--- src/rtl/upg_loader.sv ---
// rtl/upg_loader.sv - byte-stream boot loader that frames UART bytes into instruction-memory word writes
module upg_loader #(
  parameter int unsigned ADDR_W      = 14,
  parameter int unsigned MAX_WORDS   = 16384,
  parameter int unsigned TIMEOUT_CYC = 1000000
) (
  input  logic              clk_i,
  input  logic              reset_n_i,
  input  logic [7:0]        rx_data_i,
  input  logic              rx_valid_i,
  output logic              upg_rst_o,
  output logic              upg_wen_o,
  output logic [ADDR_W-1:0] upg_adr_o,
  output logic [31:0]       upg_dat_o,
  output logic              upg_done_o,
  output logic              err_o,
  output logic              busy_o
);

  localparam int unsigned TMO_W = $clog2(TIMEOUT_CYC + 1);
  localparam logic [7:0]  SYNC  = 8'hA5;

  typedef enum logic [2:0] {
    S_IDLE,
    S_LEN_LO,
    S_LEN_HI,
    S_DATA,
    S_CSUM,
    S_DONE,
    S_ERR
  } state_t;

  state_t            state_q, state_d;
  logic [7:0]        len_lo_q, len_lo_d;
  logic [15:0]       len_q, len_d;
  logic [15:0]       wcnt_q, wcnt_d;
  logic [1:0]        idx_q, idx_d;
  logic [23:0]       sh_q, sh_d;
  logic [7:0]        csum_q, csum_d;
  logic [TMO_W-1:0]  tmo_q, tmo_d;
  logic [ADDR_W-1:0] adr_q, adr_d;
  logic [31:0]       dat_q, dat_d;
  logic              wen_q, wen_d;
  logic              done_q, done_d;
  logic              err_q, err_d;
  logic              rst_q, rst_d;
  logic              active;
  logic [15:0]       len_rx;

  assign len_rx = {rx_data_i, len_lo_q};

  // Next-state and next-output computation for the framing FSM, including the inter-byte timeout.
  always_comb begin
    state_d  = state_q;
    len_lo_d = len_lo_q;
    len_d    = len_q;
    wcnt_d   = wcnt_q;
    idx_d    = idx_q;
    sh_d     = sh_q;
    csum_d   = csum_q;
    tmo_d    = '0;
    adr_d    = adr_q;
    dat_d    = dat_q;
    wen_d    = 1'b0;
    done_d   = done_q;
    err_d    = err_q;
    active   = (state_q == S_LEN_LO) || (state_q == S_LEN_HI) ||
               (state_q == S_DATA)   || (state_q == S_CSUM);

    // The address advances the cycle after a write so it stays stable during the strobe.
    if (wen_q) begin
      adr_d = adr_q + 1'b1;
    end

    case (state_q)
      S_IDLE, S_DONE, S_ERR: begin
        if (rx_valid_i && (rx_data_i == SYNC)) begin
          state_d = S_LEN_LO;
          done_d  = 1'b0;
          err_d   = 1'b0;
          adr_d   = '0;
          csum_d  = '0;
        end
      end
      S_LEN_LO: begin
        if (rx_valid_i) begin
          len_lo_d = rx_data_i;
          state_d  = S_LEN_HI;
        end
      end
      S_LEN_HI: begin
        if (rx_valid_i) begin
          if ((len_rx == 16'd0) || (32'(len_rx) > MAX_WORDS)) begin
            state_d = S_ERR;
            err_d   = 1'b1;
          end else begin
            len_d   = len_rx;
            idx_d   = 2'd0;
            wcnt_d  = 16'd0;
            state_d = S_DATA;
          end
        end
      end
      S_DATA: begin
        if (rx_valid_i) begin
          csum_d = csum_q ^ rx_data_i;
          idx_d  = idx_q + 2'd1;
          if (idx_q == 2'd3) begin
            dat_d = {rx_data_i, sh_q};
            wen_d = 1'b1;
            if (wcnt_q == (len_q - 16'd1)) begin
              state_d = S_CSUM;
            end else begin
              wcnt_d = wcnt_q + 16'd1;
            end
          end else begin
            sh_d[{idx_q, 3'b000} +: 8] = rx_data_i;
          end
        end
      end
      S_CSUM: begin
        if (rx_valid_i) begin
          if (rx_data_i == csum_q) begin
            state_d = S_DONE;
            done_d  = 1'b1;
          end else begin
            state_d = S_ERR;
            err_d   = 1'b1;
          end
        end
      end
      default: state_d = S_IDLE;
    endcase

    // A byte arriving on the expiry cycle takes priority over the timeout.
    if (active && !rx_valid_i) begin
      if (tmo_q == TMO_W'(TIMEOUT_CYC - 1)) begin
        state_d = S_ERR;
        err_d   = 1'b1;
      end else begin
        tmo_d = tmo_q + 1'b1;
      end
    end

    rst_d = !((state_d == S_LEN_LO) || (state_d == S_LEN_HI) ||
              (state_d == S_DATA)   || (state_d == S_CSUM));
  end

  // State and registered-output flops; reset drops every output immediately, mid-frame included.
  always_ff @(posedge clk_i or negedge reset_n_i) begin
    if (!reset_n_i) begin
      state_q  <= S_IDLE;
      len_lo_q <= '0;
      len_q    <= '0;
      wcnt_q   <= '0;
      idx_q    <= '0;
      sh_q     <= '0;
      csum_q   <= '0;
      tmo_q    <= '0;
      adr_q    <= '0;
      dat_q    <= '0;
      wen_q    <= 1'b0;
      done_q   <= 1'b0;
      err_q    <= 1'b0;
      rst_q    <= 1'b1;
    end else begin
      state_q  <= state_d;
      len_lo_q <= len_lo_d;
      len_q    <= len_d;
      wcnt_q   <= wcnt_d;
      idx_q    <= idx_d;
      sh_q     <= sh_d;
      csum_q   <= csum_d;
      tmo_q    <= tmo_d;
      adr_q    <= adr_d;
      dat_q    <= dat_d;
      wen_q    <= wen_d;
      done_q   <= done_d;
      err_q    <= err_d;
      rst_q    <= rst_d;
    end
  end

  assign upg_rst_o  = rst_q;
  assign busy_o     = ~rst_q;
  assign upg_wen_o  = wen_q;
  assign upg_adr_o  = adr_q;
  assign upg_dat_o  = dat_q;
  assign upg_done_o = done_q;
  assign err_o      = err_q;

endmodule

--- config.mk ---
export PLATFORM = sky130hd
export DESIGN_NAME = upg_loader
export DESIGN_NICKNAME = d
export VERILOG_FILES = /design/src/rtl/upg_loader.sv
export SDC_FILE = /design/constraint.sdc
export NUM_CORES = 1
export LEC_CHECK = 0
export ABC_AREA = 1
export ABC_CLOCK_PERIOD_IN_PS = 3000
export CAP_MARGIN = 15
export CORE_MARGIN = 8
export CORE_UTILIZATION = 60
export CTS_BUF_LIST = sky130_fd_sc_hd__clkbuf_8
export CTS_CLUSTER_DIAMETER = 150
export DETAILED_ROUTE_END_ITERATION = 7
export GPL_TIMING_DRIVEN = 0
export PLACE_DENSITY = 0.86
export REMOVE_ABC_BUFFERS = 1
export SETUP_SLACK_MARGIN = 0.5
export SYNTH_ARGS = -nofsm -noshare
export SYNTH_HDL_FRONTEND = slang
export SYNTH_SLANG_ARGS = --single-unit
export TNS_END_PERCENT = 30
--- constraint.sdc ---
create_clock -name clk_i -period 3 [get_ports clk_i]
set_input_delay 0.3 -clock clk_i [delete_from_list [all_inputs] [get_ports clk_i]]
set_output_delay 0.3 -clock clk_i [all_outputs]
set_load 0.005 [all_outputs]
==> results of run 1 <==
[cell type report]
| type | instances | share of cell area |
|---|---|---|
| sequential | 147 | 0.416 |
| multi-input combinational | 679 | 0.391 |
| timing repair buffer | 72 | 0.0810 |
| inverter | 110 | 0.0466 |
| clock buffer | 19 | 0.0295 |
| tap | 172 | 0.0243 |
| clock inverter | 13 | 0.0123 |
[cells in the mapped netlist (all sizes together)]
cell     number
nand2       237
dfrtp       146
nor2        113
inv         109
o21ai        96
nand3        73
xor2         38
nor3         27
nand4        22
a21oi        18
clkbuf       16
buf          13
ha            9
nor3b         9
xnor2         9
nor4          6
a31oi         4
nand3b        4
o21a          3
and3          2
or2           2
a21boi        1
clkinv        1
dfstp         1
o2111ai       1
o211ai        1
o21bai        1
o31ai         1
or4           1
[registers in the layout, summed over array words and instances, names as in the netlist]
| register | flops |
|---|---|
| wcnt_q | 16 |
| sh_q | 24 |
| upg_rst_o | 1 |
| upg_dat_o | 32 |
| upg_done_o | 1 |
| upg_wen_o | 1 |
| err_o | 1 |
| csum_q | 8 |
| tmo_q | 20 |
| state_q | 3 |
| upg_adr_o | 14 |
| len_q | 16 |
| len_lo_q | 8 |
| idx_q | 2 |
[cell families after synthesis]
logic type,count (synthesis)
adders and majority gates,9
xor gates and xnor gates,47
buffers and inverters,139
AOI/OAI and AO/OA,126
and+or+nand+nor,496
DFF,147
[layer usage]
metal  track usage  wire [microns]
met1         0.283            7960
met2         0.360            8530
met3        0.0488             937
met4        0.0891             352
met5             0               0
[per-stage QoR]
| step | instances | cell area (sq um) | util |
|---|---|---|---|
| finish | 1212 | 8850 | 0.707 |
| global route | 1212 | 8850 | 0.707 |
| CTS | 1205 | 8780 | 0.702 |
| detailed placement | 1169 | 8370 | 0.669 |
| global placement | 1168 | 8350 | 0.667 |
| floorplan | 935 | 7520 | - |
[power groups by stage]
stage / registers [mW] / logic [mW] / clock network (mW)
after floorplan: 2.78 / 1.70 / 0
after global placement: 2.85 / 2.37 / 0
after detailed placement: 2.85 / 2.46 / 0
after CTS: 2.82 / 2.50 / 1.49
after global routing: 2.89 / 2.90 / 1.57
final: 2.83 / 2.56 / 1.47
[path summary, 6_finish.rpt]
| kind | from | end | slack [ns] |
|---|---|---|---|
| setup / recovery | rx_data_i[7] | csum_q[7] | 0.61 |
| hold / removal | reset_n_i | upg_dat_o[0] | 0.39 |
| setup reg to reg | idx_q[0] | sh_q[4] | 0.64 |
| hold reg to reg | tmo_q[0] | tmo_q[0] | 0.46 |
| max in group asynchronous | reset_n_i | upg_rst_o | 1.78 |
| min in group clk_i | tmo_q[0] | tmo_q[0] | 0.46 |
[repair_timing]
action | CTS | global route
hold buffers | 1 | 0
setup endpoints to repair | 73 | 31
pin swaps | 1 | 2
gates resized for setup | 2 | 3
setup buffers | 3 | 6
cloned | 0 | 1
hold endpoints to repair | 67 | 0
==> results.txt, run 1 <==
max_cap viols: 0
Filler cells: 1,003
status: finished, final reports clean
# diodes: 0
minimum clock period: 2.39 ns
internal power: 4.14 mW
Post-DP HPWL: 12,300 microns
Post-Syn Instances: 964
Worst Reg-to-Reg Cells: 6
nets: 1,047
TritonRoute pass-1 iters: 5
worst path buffer plus inverter count: 3
Mapped Area: 0.00765 sq mm
largest net degree at the start of global routing: 81
Setup TNS: 0 ns
Pins Over Slew Limit: 0
gp weighted congestion: 0.900
CP Capture Type: flip-flop
Synth Area in Compound Gates: 0.0863
most frequent cells in the layout: nand2_1 (231), dfrtp_1 (146), inv_1 (107), nor2_1 (105), o21ai_0 (91)
Comb power frac: 0.373
clk_skew: 0.0101 ns
GRT Util Overall: 0.222
Yosys reg bits: 147
Hold Violations, Final: 0
Post-Synth Adder-Cell Area: 0.0147
Critical Path Fanout Max: 14
Hold Crit Class: input pin to asynchronous set/reset pin
initial antenna violation count: 0
Clock Latency Late Sink: 0.46 ns
fmax: 419 MHz
Critical Path RT: 3.39 ns
CP top delay family: simple AND/OR/NAND/NOR gates
Core Region: 0.0125 sq mm
layout cells sized above 1: 0.0731
register cell area after layout: 0.00368 sq mm
clk slew on worst S/H paths: 0.08 ns
final WL: 17,800 microns
main combinational cell family by area after synthesis: simple AND/OR/NAND/NOR gates
die area: 0.0166 sq mm
CP peak stage delay: 0.68 ns
ordered list of cells on the worst path: clkdlybuf4s50_1 > inv_1 > nor3_1 > nand3_1 > nor2_2 > inv_1 > nand2_1 > nand3_1 > nand2_1
simple logic cell fraction of the synthesized area: 0.293
final period utilization: 0.795
clock root buffer: clkbuf_8
Port Buffers: 61
critical path launch point type: input pin
row cnt: 41
largest cells by area after synthesis: dfrtp_1 (48%), nand2_1 (11%), o21ai_0 (6.0%)
# clock sinks: 147
IO Count: 62
gr ovfl total: 0
sw frac: 0.397
top cell type's share of synthesized area: 0.477
hold slack final: 0.391 ns
first-pass GRT wire length: 29,400 microns
Die W: 129 microns
slew margin rel.: 0.403
NetSw: 2.72 mW
clock tree buffer depth: 2
leak pwr: 4.23 nW
Synth area leader: dfrtp_1
mux cell area share after synthesis: 0
Syn Area/Cell: 7.94 sq um
H-tree levels: 4
RSZ-0062 raised after global routing: true
pwr dens: 775 mW/mm^2
Reg power frac: 0.412
vias per inst: 5.41
DRC viols: 0
Area Overhead vs Synth: 15.7%
CP Class: input pin to flip-flop
initial core utilization: 0.611
commonest non-fill, non-tap cell in the layout: nand2_1
CTS tree: built
clock share of power: 0.215
number of global-route vias before repair: 6,265
critical path arrival: 2.78 ns
Peak VDD IR: 0.000539 V
pre-CTS WS: -0.545 ns
total CTS buffers: 17
area occupied by multi-input gates: 0.00346 sq mm
Detail Route Antenna Nets: 0
DRT iter0 DRCs: 588
vias: 6,556
actual slew at the worst max-slew pin: 0.895 ns
Routed WL per cell: 14.7 microns
synth unique cells: 44
CP Depth: 9
die extent in y: 129 microns
post-synthesis xor/xnor area fraction: 0.0538
final setup vio count: 0
Syn. warnings: 0
crit path max-delay cell type: clkdlybuf4s50_1
Setup WS post-layout: 0.615 ns
sequential-to-total area share from yosys stat: 0.481
post-layout power: 6.86 mW
No activity file was read; power rests on OpenSTA's default activity.
==> inputs of run 2 (changes only) <==
- ABC_CLOCK_PERIOD_IN_PS: 3000 -> 1940
- CORE_UTILIZATION: 60 -> 55
- PLACE_DENSITY: 0.86 -> 0.83
- clock period: 3 -> 1.94 ns (I/O delays scaled with it)
==> run 2 against run 1 <==
The flow now finishes with violations (design-rule violations, negative setup slack). Register-to-register slack worse by 1.1 ns. Hold slack worse by 0.27 ns. Power rose by 88%. Critical path depth grew 5. Clock-buffer cell count is 1 higher. Die area increased by 7.9%. Highest routed layer unchanged.
==> results.txt, run 2 (synthesis gave the netlist of run 1 again) <==
IO Count: 62
die area: 0.0179 sq mm
Die W: 134 microns
Critical Path Fanout Max: 5
most frequent cells in the layout: nand2_1 (173), dfrtp_1 (136), inv_1 (90), nor2_1 (72), o21ai_1 (52)
CP Class: flip-flop to flip-flop
pwr dens: 1210 mW/mm^2
hold slack final: 0.121 ns
Core Region: 0.0137 sq mm
actual slew at the worst max-slew pin: 0.697 ns
Area Overhead vs Synth: 39.3%
Post-DP HPWL: 12,400 microns
commonest non-fill, non-tap cell in the layout: nand2_1
leak pwr: 5.52 nW
total CTS buffers: 17
critical path launch point type: flip-flop
final setup vio count: 79
hold path depth: 3
Detail Route Antenna Nets: 0
ordered list of cells on the worst path: nor2_4 > nand2_1 > nor2_1 > nand2_2 > nor2_1 > nand2_1 > nand2_1 > inv_1 > nor2_2 > nand2_2 > nand3_4 > buf_6 > nand3_1 > nand2_1
Worst Reg-to-Reg Cells: 14
DRT iter0 DRCs: 1,133
Hold Violations, Final: 0
vias: 7,883
Clock Latency Late Sink: 0.48 ns
Critical Path RT: 2.35 ns
initial antenna violation count: 0
gp weighted congestion: 0.879
# diodes: 0
violated checks: design-rule violations, negative setup slack
Port Buffers: 61
Pins Over Slew Limit: 0
Largest register FFs: 32
hold_sp: rx_data_i[5]
GRT Util Overall: 0.232
worst path buffer plus inverter count: 2
nets: 1,114
TritonRoute pass-1 iters: 8
final period utilization: 1.22
H-tree levels: 4
clock tree buffer depth: 2
final WL: 26,600 microns
clock root buffer: clkbuf_8
first-pass GRT wire length: 33,700 microns
Critical Path Start: len_q[7]
CP peak stage delay: 0.48 ns
largest net degree at the start of global routing: 76
Routed WL per cell: 20.7 microns
fmax: 422 MHz
placed inst area: 0.00838 sq mm
CP Depth: 14
layout cells sized above 1: 0.318
crit path max-delay cell type: dfrtp_1
pre-CTS WS: -1.57 ns
number of global-route vias before repair: 6,905
row cnt: 43
vias per inst: 6.13
final instance area: 0.0107 sq mm
minimum clock period: 2.37 ns
Final Util: 0.777
most frequent cell on the critical path: nand2_1
DRC viols: 8
CTS tree: built
# clock sinks: 147
Setup WS post-layout: -0.427 ns
initial core utilization: 0.558
clk_skew: 0.0169 ns
clk slew on worst S/H paths: 0.08 ns
Hold Crit Class: input pin to flip-flop
status: finished, violations left
CP Capture Type: flip-flop
CP top delay family: simple AND/OR/NAND/NOR gates
die extent in y: 134 microns
RSZ-0062 raised after global routing: true
Reg-to-Reg Start: len_q[7]
max_cap viols: 0
Setup TNS: -14.09 ns
Peak VDD IR: 0.000755 V
gr ovfl total: 0
slew margin rel.: 0.535
critical path arrival: 2.77 ns
[run 2: cell types whose count changed in the layout (fill, tap and decap cells not counted), moves of 21 or more]
cell,change
o21ai_0,-68
nor2_4,+22
o21ai_1,+47
o21ai_2,+21
dlymetal6s2s_1,+44
nand3_2,+28
nand3_1,-35
buf_4,+41
nand2_2,+44
nor2_1,-33
clkdlybuf4s50_1,-58
nand2_1,-58
[run 2: worst min-delay path, cell delays in order]
cell and delay, ns:
dlymetal6s2s_1 0.20, nand3_2 0.11, o21ai_2 0.04
[run 2: routing by layer]
metal / GRT usage / up-vias / routed length [microns]
met5: 0 / - / 0
met4: 0.108 / 0 / 1420
met3: 0.0479 / 186 / 2360
met2: 0.385 / 583 / 12900
met1: 0.285 / 3725 / 9930
li1: - / 3389 / -
[run 2: repair_timing]
item | in CTS | in global routing
resized for setup | 217 | 222
gates cloned | 3 | 2
buffers inserted | 30 | 42
endpoints found under the setup margin | 194 | 189
pin swaps | 86 | 85
hold buffers | 1 | 0
endpoints found under the hold margin | 72 | 0
[run 2: report_power, final]
group	internal, mW	switching, mW	leakage [nW]
sequential	3.80	0.776	1.84
clock	1.23	1.24	0.211
combinational	2.28	3.56	3.47
total	7.31	5.58	5.52
[run 2: through the flow]
| stage | cells | total power [mW] |
|---|---|---|
| final | 1287 | 12.9 |
| after CTS | 1243 | 11.5 |
| after floorplan | 935 | 6.92 |
| after detailed placement | 1177 | 8.24 |
| after global placement | 1176 | 8.09 |
| after global routing | 1287 | 13.5 |
[run 2: final cells by class]
class	count	area, sq um
Clock buffer	20	275
Clock inverter	12	118
Fill cell	778	3060
Inverter	110	463
Multi-Input combinational cell	680	4430
Sequential cell	147	3690
Tap cell	180	225
Timing Repair Buffer	138	1460
[run 2: path summary, 6_finish.rpt]
| check | endpoint | slack (ns) |
|---|---|---|
| max | wcnt_q[11] | -0.43 |
| min | sh_q[5] | 0.12 |
| max reg2reg | wcnt_q[11] | -0.43 |
| min reg2reg | upg_dat_o[28] | 0.49 |
| max in group asynchronous | upg_rst_o | 0.80 |
| min in group asynchronous | upg_dat_o[1] | 0.30 |
